**config.mk**
```make
export PLATFORM = sky130hd
export DESIGN_NAME = uart_baud_gen
export DESIGN_NICKNAME = d
export VERILOG_FILES = /design/src/rtl/uart_pkg.sv /design/src/rtl/uart_tick_div.sv /design/src/rtl/uart_baud_gen.sv
export SDC_FILE = /design/constraint.sdc
export NUM_CORES = 1
export LEC_CHECK = 0
export ABC_CLOCK_PERIOD_IN_PS = 4000
export BUFFER_PORTS_ARGS = -buffer_cell sky130_fd_sc_hd__buf_4
export CAP_MARGIN = 20
export CORE_MARGIN = 8
export CORE_UTILIZATION = 50
export CTS_BUF_LIST = sky130_fd_sc_hd__clkbuf_8
export CTS_CLUSTER_DIAMETER = 120
export DETAILED_ROUTE_END_ITERATION = 12
export PLACE_DENSITY = 0.81
export SKIP_CTS_REPAIR_TIMING = 1
export SYNTH_ARGS = -nofsm -noshare
export SYNTH_HDL_FRONTEND = slang
export SYNTH_SLANG_ARGS = --single-unit
```
**constraint.sdc**
```tcl
create_clock -name clk_i -period 4 [get_ports clk_i]
set_input_delay 0.4 -clock clk_i [delete_from_list [all_inputs] [get_ports clk_i]]
set_output_delay 0.4 -clock clk_i [all_outputs]
set_load 0.02 [all_outputs]
```
**src/rtl/uart_pkg.sv**
```systemverilog
// Shared defaults and helpers for the UART baud-rate generator.
package uart_pkg;

  // Default phase accumulator width in bits.
  localparam int unsigned N_DEF     = 16;
  // Default receive ticks per transmit tick (oversampling ratio).
  localparam int unsigned OSR_DEF   = 16;
  // Default increment loaded at reset.
  localparam int unsigned K_RST_DEF = 1;

  // Increment selection: INC = round(baud * OSR * 2^N / f_clk).
  // Example: 115200 baud, OSR 16, N 16, f_clk 50 MHz -> INC = 2416.
  // The resulting receive tick rate is f_clk * INC / 2^N.

  // Ceiling log2, minimum 1, used to size the oversample index.
  function automatic int unsigned clog2(input int unsigned v);
    int unsigned r;
    r = 0;
    for (int i = 0; i < 32; i++) begin
      if ((64'd1 << i) < 64'(v)) begin
        r = 32'(i + 1);
      end
    end
    if (r == 0) begin
      r = 1;
    end
    return r;
  endfunction

endpackage

```
**src/rtl/uart_tick_div.sv**
```systemverilog
// Divides the receive tick stream by OSR to form the bit-rate tick and phase.
module uart_tick_div
  import uart_pkg::*;
#(
  parameter  int unsigned OSR = OSR_DEF,
  localparam int unsigned PW  = clog2(OSR)
) (
  input  logic          clk_i,
  input  logic          rst_i,
  input  logic          clr_i,
  input  logic          tick_i,
  output logic          tick_tx_o,
  output logic [PW-1:0] phase_o
);

  localparam logic [PW-1:0] LAST = PW'(OSR - 1);

  logic [PW-1:0] cnt_q, cnt_d;
  logic          tick_tx_q, tick_tx_d;

  // Advance the oversample index on each receive tick; flag the wrap.
  always_comb begin
    cnt_d     = cnt_q;
    tick_tx_d = 1'b0;
    if (clr_i) begin
      cnt_d = '0;
    end else if (tick_i) begin
      if (cnt_q == LAST) begin
        cnt_d     = '0;
        tick_tx_d = 1'b1;
      end else begin
        cnt_d = cnt_q + PW'(1);
      end
    end
  end

  // Divider state register with synchronous reset.
  always_ff @(posedge clk_i) begin
    if (rst_i) begin
      cnt_q     <= '0;
      tick_tx_q <= 1'b0;
    end else begin
      cnt_q     <= cnt_d;
      tick_tx_q <= tick_tx_d;
    end
  end

  assign tick_tx_o = tick_tx_q;
  assign phase_o   = cnt_q;

endmodule

```
**src/rtl/uart_baud_gen.sv**
```systemverilog
// Fractional (phase-accumulator) UART baud generator producing oversample
// and bit-rate clock-enable strobes.
module uart_baud_gen
  import uart_pkg::*;
#(
  parameter  int unsigned N     = N_DEF,
  parameter  int unsigned OSR   = OSR_DEF,
  parameter  int unsigned K_RST = K_RST_DEF,
  localparam int unsigned PW    = clog2(OSR)
) (
  input  logic          clk_i,
  input  logic          rst_i,
  input  logic          en_i,
  input  logic          inc_wr_i,
  input  logic [N-1:0]  inc_in_i,
  input  logic          sync_i,
  output logic          tick_rx_o,
  output logic          tick_tx_o,
  output logic [PW-1:0] phase_o
);

  // Half a sample period: realigning here centres the first sample.
  localparam logic [N-1:0] HALF = {1'b1, {(N-1){1'b0}}};

  logic [N-1:0] inc_q, inc_d;
  logic [N-1:0] acc_q, acc_d;
  logic         tick_rx_q, tick_rx_d;
  logic [N:0]   sum;
  logic         clr;

  assign sum = {1'b0, acc_q} + {1'b0, inc_q};
  assign clr = inc_wr_i | sync_i;

  // Next increment/accumulator; a carry out of the top bit is a receive tick.
  always_comb begin
    inc_d     = inc_q;
    acc_d     = acc_q;
    tick_rx_d = 1'b0;
    if (inc_wr_i) begin
      inc_d = inc_in_i;
    end
    if (sync_i) begin
      acc_d = HALF;
    end else if (inc_wr_i) begin
      acc_d = '0;
    end else if (en_i) begin
      acc_d     = sum[N-1:0];
      tick_rx_d = sum[N];
    end
  end

  // Accumulator state register with synchronous reset.
  always_ff @(posedge clk_i) begin
    if (rst_i) begin
      inc_q     <= N'(K_RST);
      acc_q     <= '0;
      tick_rx_q <= 1'b0;
    end else begin
      inc_q     <= inc_d;
      acc_q     <= acc_d;
      tick_rx_q <= tick_rx_d;
    end
  end

  // Divider advances on the same edge the receive tick is registered,
  // so the bit tick always coincides with a receive tick.
  uart_tick_div #(
    .OSR(OSR)
  ) u_div (
    .clk_i    (clk_i),
    .rst_i    (rst_i),
    .clr_i    (clr),
    .tick_i   (tick_rx_d),
    .tick_tx_o(tick_tx_o),
    .phase_o  (phase_o)
  );

  assign tick_rx_o = tick_rx_q;

endmodule

```
==> flow_summary_export.csv, run 1 <==
group,metric,value,unit
clock_network,numCtsBuffers,5,
synthesis,ys_ff_latch,38,
clock_network,cts.path.max_buffers,2,
clock_network,htreeDepth,2,
floorplanning,std_cell_rows,24,
status,status,"finished, final reports clean",
floorplanning,initial_core_util,52.4,%
timing,finalHoldViolCount,0,
drt,wl_per_cell,14.4,um
critical_path,crit_fanout,3,
placement,hpwl,3.70,mm
critical_path,reg2reg_depth,9,
synthesis,synth_area,0.00231,sq mm
global_route,antenna_found_initial,0,
drt,ant_nets,0,
global_route,first_global_vias,1900,
placement,globalplace.congestion,0.860,
power,ir_drop,0.153,mV
critical_path,crit_path_end,"acc_q[14]",
timing,finalSetupViolations,0,
critical_path,regToRegStartpoint,"acc_q[0]",
critical_path,endpoint_kind,"flop",
synthesis,avgSynthCellArea,8.77,sq um
drt,wl,4.88,mm
worst_hold_path,holdPathStages,2,
floorplanning,fp.dieH,84.0,um
layout,seq_area,761,sq um
clock_network,clk_latency,290,ps
synthesis,synth_cell_type_count,51,
power,power,0.000758,W
drt,vias,1947,
clock_network,cts_root_buf,"clkbuf_8",
layout,area_growth,12.9,%
global_route,track_usage,14.3,%
worst_hold_path,hold_path_class,"in2reg",
placement,io_buffers,26,
synthesis,async_reset_ff_share,0,%
global_route,grt-ovfl-total,0,
clock_network,path_clk_slew,70,ps
synthesis,synth_warnings,0,
synthesis,syn_nets,303,
layout,nNetsFinal,326,
floorplanning,die_area,0.00706,sq mm
global_route,grt_pass1_wl,8.56,mm
drt,drc,0,
timing,fin_crit_sh,60.7,%
critical_path,reg2reg_slack,1570,ps
timing,worst_pin_slew,573,ps
layout,drive_above_1_share,15.0,%
critical_path,start_kind,"flop",
power,powerDensity,290,mW/mm^2
floorplanning,die_w,84.0,um
layout,layout_common_cells,"38 x dfxtp_1, 32 x nor2_1, 27 x mux2i_1, 27 x buf_4, 23 x nand2_1",
critical_path,timing.rr.end,"acc_q[14]",
timing,rsz0062_at_grt,"false",
drt,avgViaCountPerCell,5.76,
critical_path,crit_start,"acc_q[0]",
timing,fin_skew,6.42,ps
drt,drt_iter0_drc,151,
critical_path,crit_type,"reg2reg",
floorplanning,io_pins,27,
layout,layout_commonest_cell,"dfxtp_1",
synthesis,synth-edff-count,0,
layout,fillers,389,
power,p_leak,1.15,nW
drt,firstDrtPassIters,4,
clock_network,cts.sink_count,38,
flow_run,cap_violations,0,
timing,tns,0,ps
timing,max_freq,412,MHz
timing,slew_headroom,61.7,%
floorplanning,core_area,0.00441,sq mm
layout,multi_input_area,0.00146,sq mm
critical_path,arrival,2600,ps
clock_network,cts_tree,"yes",
layout,antennaDiodeCount,0,
timing,fin_crit,2430,ps
timing,slew_violations,0,
synthesis,synth-seq-area-share,32.9,%
synthesis,netlist_instances,264,
synthesis,synthFlopType,"dfxtp_1",
global_route,grt_max_degree,25,
critical_path,cp.required,4170,ps
==> report_power, final <==
| group | internal, W | leakage (nW) | switching (W) | total, W |
|---|---|---|---|---|
| combinational | 0.0000475 | 0.799 | 0.0000562 | 0.000104 |
| clock | 0.000133 | 0.0431 | 0.000123 | 0.000256 |
| sequential | 0.000391 | 0.310 | 0.00000751 | 0.000399 |
==> synthesized netlist by cell type, drive strengths merged (2+ instances only) <==
cell type  instances  share of area (%)
a2111oi            2                1.6
a211oi             5                1.8
a21o               3               0.97
a21oi             19                4.3
a311o              2               0.86
and3               2               0.54
buf                6                1.4
clkbuf             5               0.86
dfxtp             38                 33
ha                17                9.2
inv               10                1.6
mux2i             27                 12
nand2             23                3.7
nand2b             4                1.1
nand3              3               0.65
nand3b             5                1.6
nand4              2               0.54
nand4b             2               0.76
nor2              33                5.5
nor3               4               0.86
nor3b              2               0.65
nor4b              2                1.0
o211ai             2               0.65
o21ai             16                3.6
o21bai             3               0.97
o41ai              3                1.8
or3                3               0.86
xnor2              6                2.3
xor2               5                1.9
==> per-layer routing <==
metal  track usage (%)  wire [um]  vias to the layer above
met5                 0          0                        -
met4              6.28         94                        0
met3              4.10        231                        8
met2              22.8       2210                       39
met1              17.3       2350                      908
li1                  -          -                      992
==> state kept, by name, indices dropped and copies added (netlist names) <==
register	flops
u_div.phase_o	4
tick_rx_o	1
u_div.tick_tx_o	1
inc_q	16
acc_q	16
==> worst min path at each step <==
stage / from / end
final: sync_i / acc_q[15]
after global placement: inc_q[0] / inc_q[0]
after detailed placement: inc_q[0] / inc_q[0]
after floorplan: inc_q[0] / inc_q[0]
after CTS: sync_i / acc_q[15]
after global routing: sync_i / acc_q[15]
==> worst max-delay path, stage by stage (launching register included) <==
cell and delay [ps]:
dfxtp_1 340, ha_1 200, inv_1 70, fa_1 390, nand2b_1 190, a21oi_2 200
nor2_1 120, o41ai_2 360, mux2i_1 120, a311o_1 320
==> kinds of logic after synthesis <==
group                    after synthesis  synth area share [%]
AO/OA/AOI/OAI                         62                  19.0
buffers and inverters                 21                  3.89
flip-flops                            38                  32.9
XOR/XNOR                              11                  4.16
multiplexers                          27                  11.7
adder cells (fa/ha/maj)               18                  10.1
AND/OR/NAND/NOR                       87                  18.4
==> metrics by stage <==
step / cells / hold WS (ps) / setup WS [ps] / instance area, sq um / util (%)
floorplan: 264 / 448 / 1770 / 2310 / -
global placement: 332 / 463 / 1660 / 2530 / 57.3
detailed placement: 332 / 475 / 1570 / 2530 / 57.3
CTS: 338 / 322 / 1560 / 2610 / 59.2
global route: 338 / 323 / 1420 / 2610 / 59.2
finish: 338 / 332 / 1570 / 2610 / 59.2
==> final cells by class <==
class,count,area share [%]
clock buffer,6,3.16
sequential,38,29.1
multi-input combinational,205,56.0
inverter,10,1.44
tap,52,2.49
timing repair buffer,27,7.76
No activity file was read; power rests on OpenSTA's default activity.
==> run 2: changes to the inputs <==
ABC_CLOCK_PERIOD_IN_PS = 2000   (was 4000)
PLACE_DENSITY = 0.84   (was 0.81)
clock period = 2 ns   (was 4 ns; I/O delays follow)
==> flow_summary_export.csv, run 2 (synthesis results as in run 1) <==
group,metric,value,unit
timing,slew_violations,0,
timing,finalHoldViolCount,0,
critical_path,cp.required,2210,ps
worst_hold_path,hold_path_class,"in2reg",
layout,layout_common_cells,"47 x buf_4, 36 x dfxtp_1, 32 x nor2_1",
global_route,grt-ovfl-total,0,
placement,dpl_worst_slack,-156,ps
floorplanning,core_area,0.00441,sq mm
layout,stdcell_count,358,
timing,rsz0062_at_grt,"true",
layout,nNetsFinal,346,
timing,fin_crit,2160,ps
placement,hpwl,4.09,mm
layout,antennaDiodeCount,0,
clock_network,cts_root_buf,"clkbuf_8",
global_route,first_global_vias,2079,
drt,ant_nets,0,
timing,max_freq,463,MHz
critical_path,timing.rr.end,"u_div.tick_tx_o",
timing,fin_crit_sh,108,%
drt,avgViaCountPerCell,5.73,
floorplanning,io_pins,27,
status,violations,"negative setup slack",
clock_network,path_clk_slew,70,ps
global_route,antenna_found_initial,0,
flow_run,cap_violations,0,
critical_path,endpoint_kind,"flop",
timing,slew_headroom,60.1,%
critical_path,arrival,2370,ps
clock_network,numCtsBuffers,5,
floorplanning,initial_core_util,52.4,%
timing,fin_skew,4.17,ps
global_route,track_usage,16.0,%
global_route,grt_max_degree,25,
critical_path,crit_fanout,4,
drt,vias,2052,
clock_network,htreeDepth,2,
clock_network,cts.sink_count,38,
clock_network,clk_latency,290,ps
placement,io_buffers,26,
layout,layout_commonest_cell,"buf_4",
floorplanning,die_w,84.0,um
drt,firstDrtPassIters,4,
placement,globalplace.congestion,0.933,
critical_path,regToRegStartpoint,"acc_q[0]",
critical_path,start_kind,"flop",
power,power,0.00155,W
power,ir_drop,0.477,mV
layout,drive_above_1_share,25.2,%
worst_hold_path,min_from,"inc_in_i[0]",
placement,dp_cells,352,
drt,wl,5.42,mm
worst_hold_path,min_to,"inc_q[0]",
timing,tns,-981,ps
power,p_leak,1.28,nW
global_route,grt_pass1_wl,9.45,mm
critical_path,reg2reg_slack,-160,ps
critical_path,crit_type,"reg2reg",
status,status,"finished, violations left",
floorplanning,die_area,0.00706,sq mm
clock_network,cts.path.max_buffers,2,
placement,dpl_cell_area,0.00272,sq mm
floorplanning,std_cell_rows,24,
clock_network,cts_tree,"yes",
critical_path,reg2reg_depth,9,
layout,area_growth,23.6,%
timing,finalSetupViolations,8,
timing,setup_ws,-160,ps
floorplanning,fp.dieH,84.0,um
drt,wl_per_cell,15.1,um
layout,fin_area,0.00286,sq mm
drt,drt_iter0_drc,115,
power,powerDensity,543,mW/mm^2
worst_hold_path,holdPathStages,3,
drt,drc,0,
timing,worst_pin_slew,594,ps
[run 2: cell types whose count changed in the layout (fill, tap and decap cells not counted), sizes merged]
cell	before	now
buf	27	47
[run 2: cell type report]
class	instances	area [sq um]
clock buffers	6	82.6
multi-input cells	205	1560
well taps	52	65.1
inverters	10	37.5
fillers	381	1550
repair buffers	47	353
flip-flops and latches	38	763
[run 2: metrics by stage]
step                util [%]  hold slack [ps]
CTS                     63.6              114
floorplan                  -              309
finish                  64.8              118
global placement        61.7              424
detailed placement      61.7              421
global route            64.8              125
[run 2: worst max-delay path by stage]
stage	slack, ps	start	endpoint	cells after the start
6_report	-160	acc_q[0]	u_div.tick_tx_o	9
5_1_grt	-280	acc_q[0]	u_div.tick_tx_o	9
4_1_cts	-180	acc_q[0]	u_div.tick_tx_o	9
3_5_place_dp	-160	acc_q[0]	u_div.tick_tx_o	9
3_3_place_gp	-90	inc_q[3]	u_div.phase_o[2]	7
2_1_floorplan	-40	acc_q[0]	u_div.tick_tx_o	9
[run 2: layer usage]
layer,GRT usage [%],routed length [um],vias up
met5,0,0,-
li1,-,-,1039
met4,5.97,85,0
met3,5.57,294,8
met1,19.1,2520,958
met2,25.5,2520,47
[run 2: critical path, stage by stage (launching register included)]
cell	delay [ps]
dfxtp_2	360
ha_4	140
inv_2	40
fa_2	330
nand2b_4	160
a21oi_4	170
o41ai_4	100
a2111oi_4	480
nor2_4	90
nor4b_2	210
[run 2: where the power goes]
group          internal (W)  switching, W
registers          0.000783     0.0000159
logic              0.000114      0.000123
clock network      0.000266      0.000253
total               0.00116      0.000392
==> run 3: changes to the inputs <==
BUFFER_PORTS_ARGS = -buffer_cell sky130_fd_sc_hd__buf_2   (was -buffer_cell sky130_fd_sc_hd__buf_4)
==> flow_summary_export.csv, run 3 (synthesis results as in run 1) <==
group,metric,value,unit
status,status,"finished, violations left",
status,violations,"negative setup slack",
power,ir_drop,0.435,mV
timing,fin_crit_sh,109,%
drt,vias,2100,
global_route,track_usage,15.9,%
critical_path,crit_type,"reg2reg",
critical_path,start_kind,"flop",
layout,seq_area,763,sq um
layout,fin_area,0.00290,sq mm
clock_network,numCtsBuffers,5,
layout,stdcell_count,368,
layout,layout_common_cells,"36 x dfxtp_1, 32 x nor2_1, 29 x buf_4",
critical_path,crit_chain,"ha_4, inv_2, fa_2, nand2b_4, a21oi_4, o41ai_4, a2111oi_4, nor2_4, nor4b_2",
drt,drt_iter0_drc,165,
timing,finalHoldViolCount,0,
global_route,grt_max_degree,25,
floorplanning,io_pins,27,
layout,nNetsFinal,354,
layout,multi_input_area,0.00158,sq mm
placement,io_buffers,26,
timing,max_freq,459,MHz
timing,hold_ws,135,ps
critical_path,reg2reg_depth,9,
timing,fin_crit,2180,ps
worst_hold_path,hold_path_class,"in2reg",
timing,slew_violations,0,
critical_path,crit_fanout,4,
critical_path,max_stage_delay,440,ps
layout,layout_commonest_cell,"dfxtp_1",
power,p_leak,1.33,nW
timing,slew_headroom,57.3,%
critical_path,endpoint_kind,"flop",
floorplanning,core_area,0.00441,sq mm
drt,avgViaCountPerCell,5.71,
placement,hpwl,4.07,mm
critical_path,regToRegStartpoint,"acc_q[0]",
clock_network,cts_tree,"yes",
drt,wl_per_cell,15.4,um
flow_run,cap_violations,0,
clock_network,cts_root_buf,"clkbuf_8",
placement,globalplace.congestion,0.943,
global_route,grt-ovfl-total,0,
layout,area_growth,25.2,%
timing,setup_ws,-181,ps
clock_network,cts.sink_count,38,
floorplanning,die_w,84.0,um
critical_path,worst_path_max_delay_cell,"a2111oi_4",
placement,dpl_cell_area,0.00270,sq mm
timing,worst_pin_slew,636,ps
layout,fillers,355,
floorplanning,fp.dieH,84.0,um
layout,antennaDiodeCount,0,
worst_hold_path,min_to,"inc_q[0]",
critical_path,reg2reg_slack,-180,ps
power,powerDensity,577,mW/mm^2
floorplanning,initial_core_util,52.4,%
placement,dp_cells,357,
clock_network,cts.path.max_buffers,2,
timing,finalSetupViolations,8,
global_route,first_global_vias,2083,
drt,drc,0,
critical_path,arrival,2400,ps
global_route,grt_pass1_wl,9.58,mm
clock_network,path_clk_slew,80,ps
drt,wl,5.67,mm
critical_path,timing.rr.end,"u_div.tick_tx_o",
clock_network,clk_latency,290,ps
timing,rsz0062_at_grt,"true",
timing,fin_skew,8.27,ps
worst_hold_path,holdPathStages,3,
floorplanning,std_cell_rows,24,
power,power,0.00167,W
layout,drive_above_1_share,27.8,%
placement,dpl_worst_slack,-167,ps
floorplanning,die_area,0.00706,sq mm
drt,ant_nets,0,
critical_path,cp.required,2220,ps
drt,firstDrtPassIters,4,
clock_network,htreeDepth,2,
worst_hold_path,min_from,"inc_in_i[0]",
global_route,antenna_found_initial,0,
## run 3: metrics by stage
stage | setup TNS, ps | util [%]
final | -987 | 65.7
after global routing | -1850 | 65.7
after CTS | -1060 | 63.5
after detailed placement | -851 | 61.1
after global placement | -402 | 61.1
after floorplan | -76.2 | -
## run 3: worst max path at each step
| stage | startpoint | end | slack, ps | depth (start not counted) |
|---|---|---|---|---|
| after floorplan | acc_q[0] | u_div.tick_tx_o | -40 | 9 |
| after global placement | acc_q[0] | u_div.tick_tx_o | -90 | 9 |
| after detailed placement | acc_q[0] | u_div.tick_tx_o | -170 | 9 |
| after CTS | inc_q[10] | acc_q[15] | -190 | 7 |
| after global routing | acc_q[0] | u_div.tick_tx_o | -270 | 9 |
| final | acc_q[0] | u_div.tick_tx_o | -180 | 9 |
## run 3: layer usage
| metal | routed length, um | part of all wire [%] | GRT usage (%) | up-vias |
|---|---|---|---|---|
| li1 | - | - | - | 1050 |
| met1 | 2580 | 46 | 20.4 | 983 |
| met2 | 2650 | 47 | 25.0 | 55 |
| met3 | 333 | 5.9 | 4.49 | 12 |
| met4 | 106 | 1.9 | 5.02 | 0 |
| met5 | 0 | 0 | 0 | - |
## run 3: worst max-delay path: cells and delay by family, from the launching register on
| family | cells | cell delay (ps) |
|---|---|---|
| adder cells (fa/ha/maj) | 2 | 470 |
| buffers and inverters | 1 | 40 |
| flip-flops | 1 | 360 |
| AO/OA/AOI/OAI | 3 | 730 |
| AND/OR/NAND/NOR | 3 | 490 |
## run 3: area by class of cell
cell class,count,share of cell area (%)
well taps,52,2.24
repair buffers,55,12.0
multi-input cells,205,54.5
inverters,10,1.29
clock inverters,3,1.29
clock buffers,5,2.37
flip-flops and latches,38,26.3
## run 3: where the power goes
group / leakage (nW) / internal, W / total, W / switching (W)
logic: 0.958 / 0.000110 / 0.000242 / 0.000131
registers: 0.310 / 0.000782 / 0.000799 / 0.0000167
clock network: 0.0607 / 0.000363 / 0.000631 / 0.000268
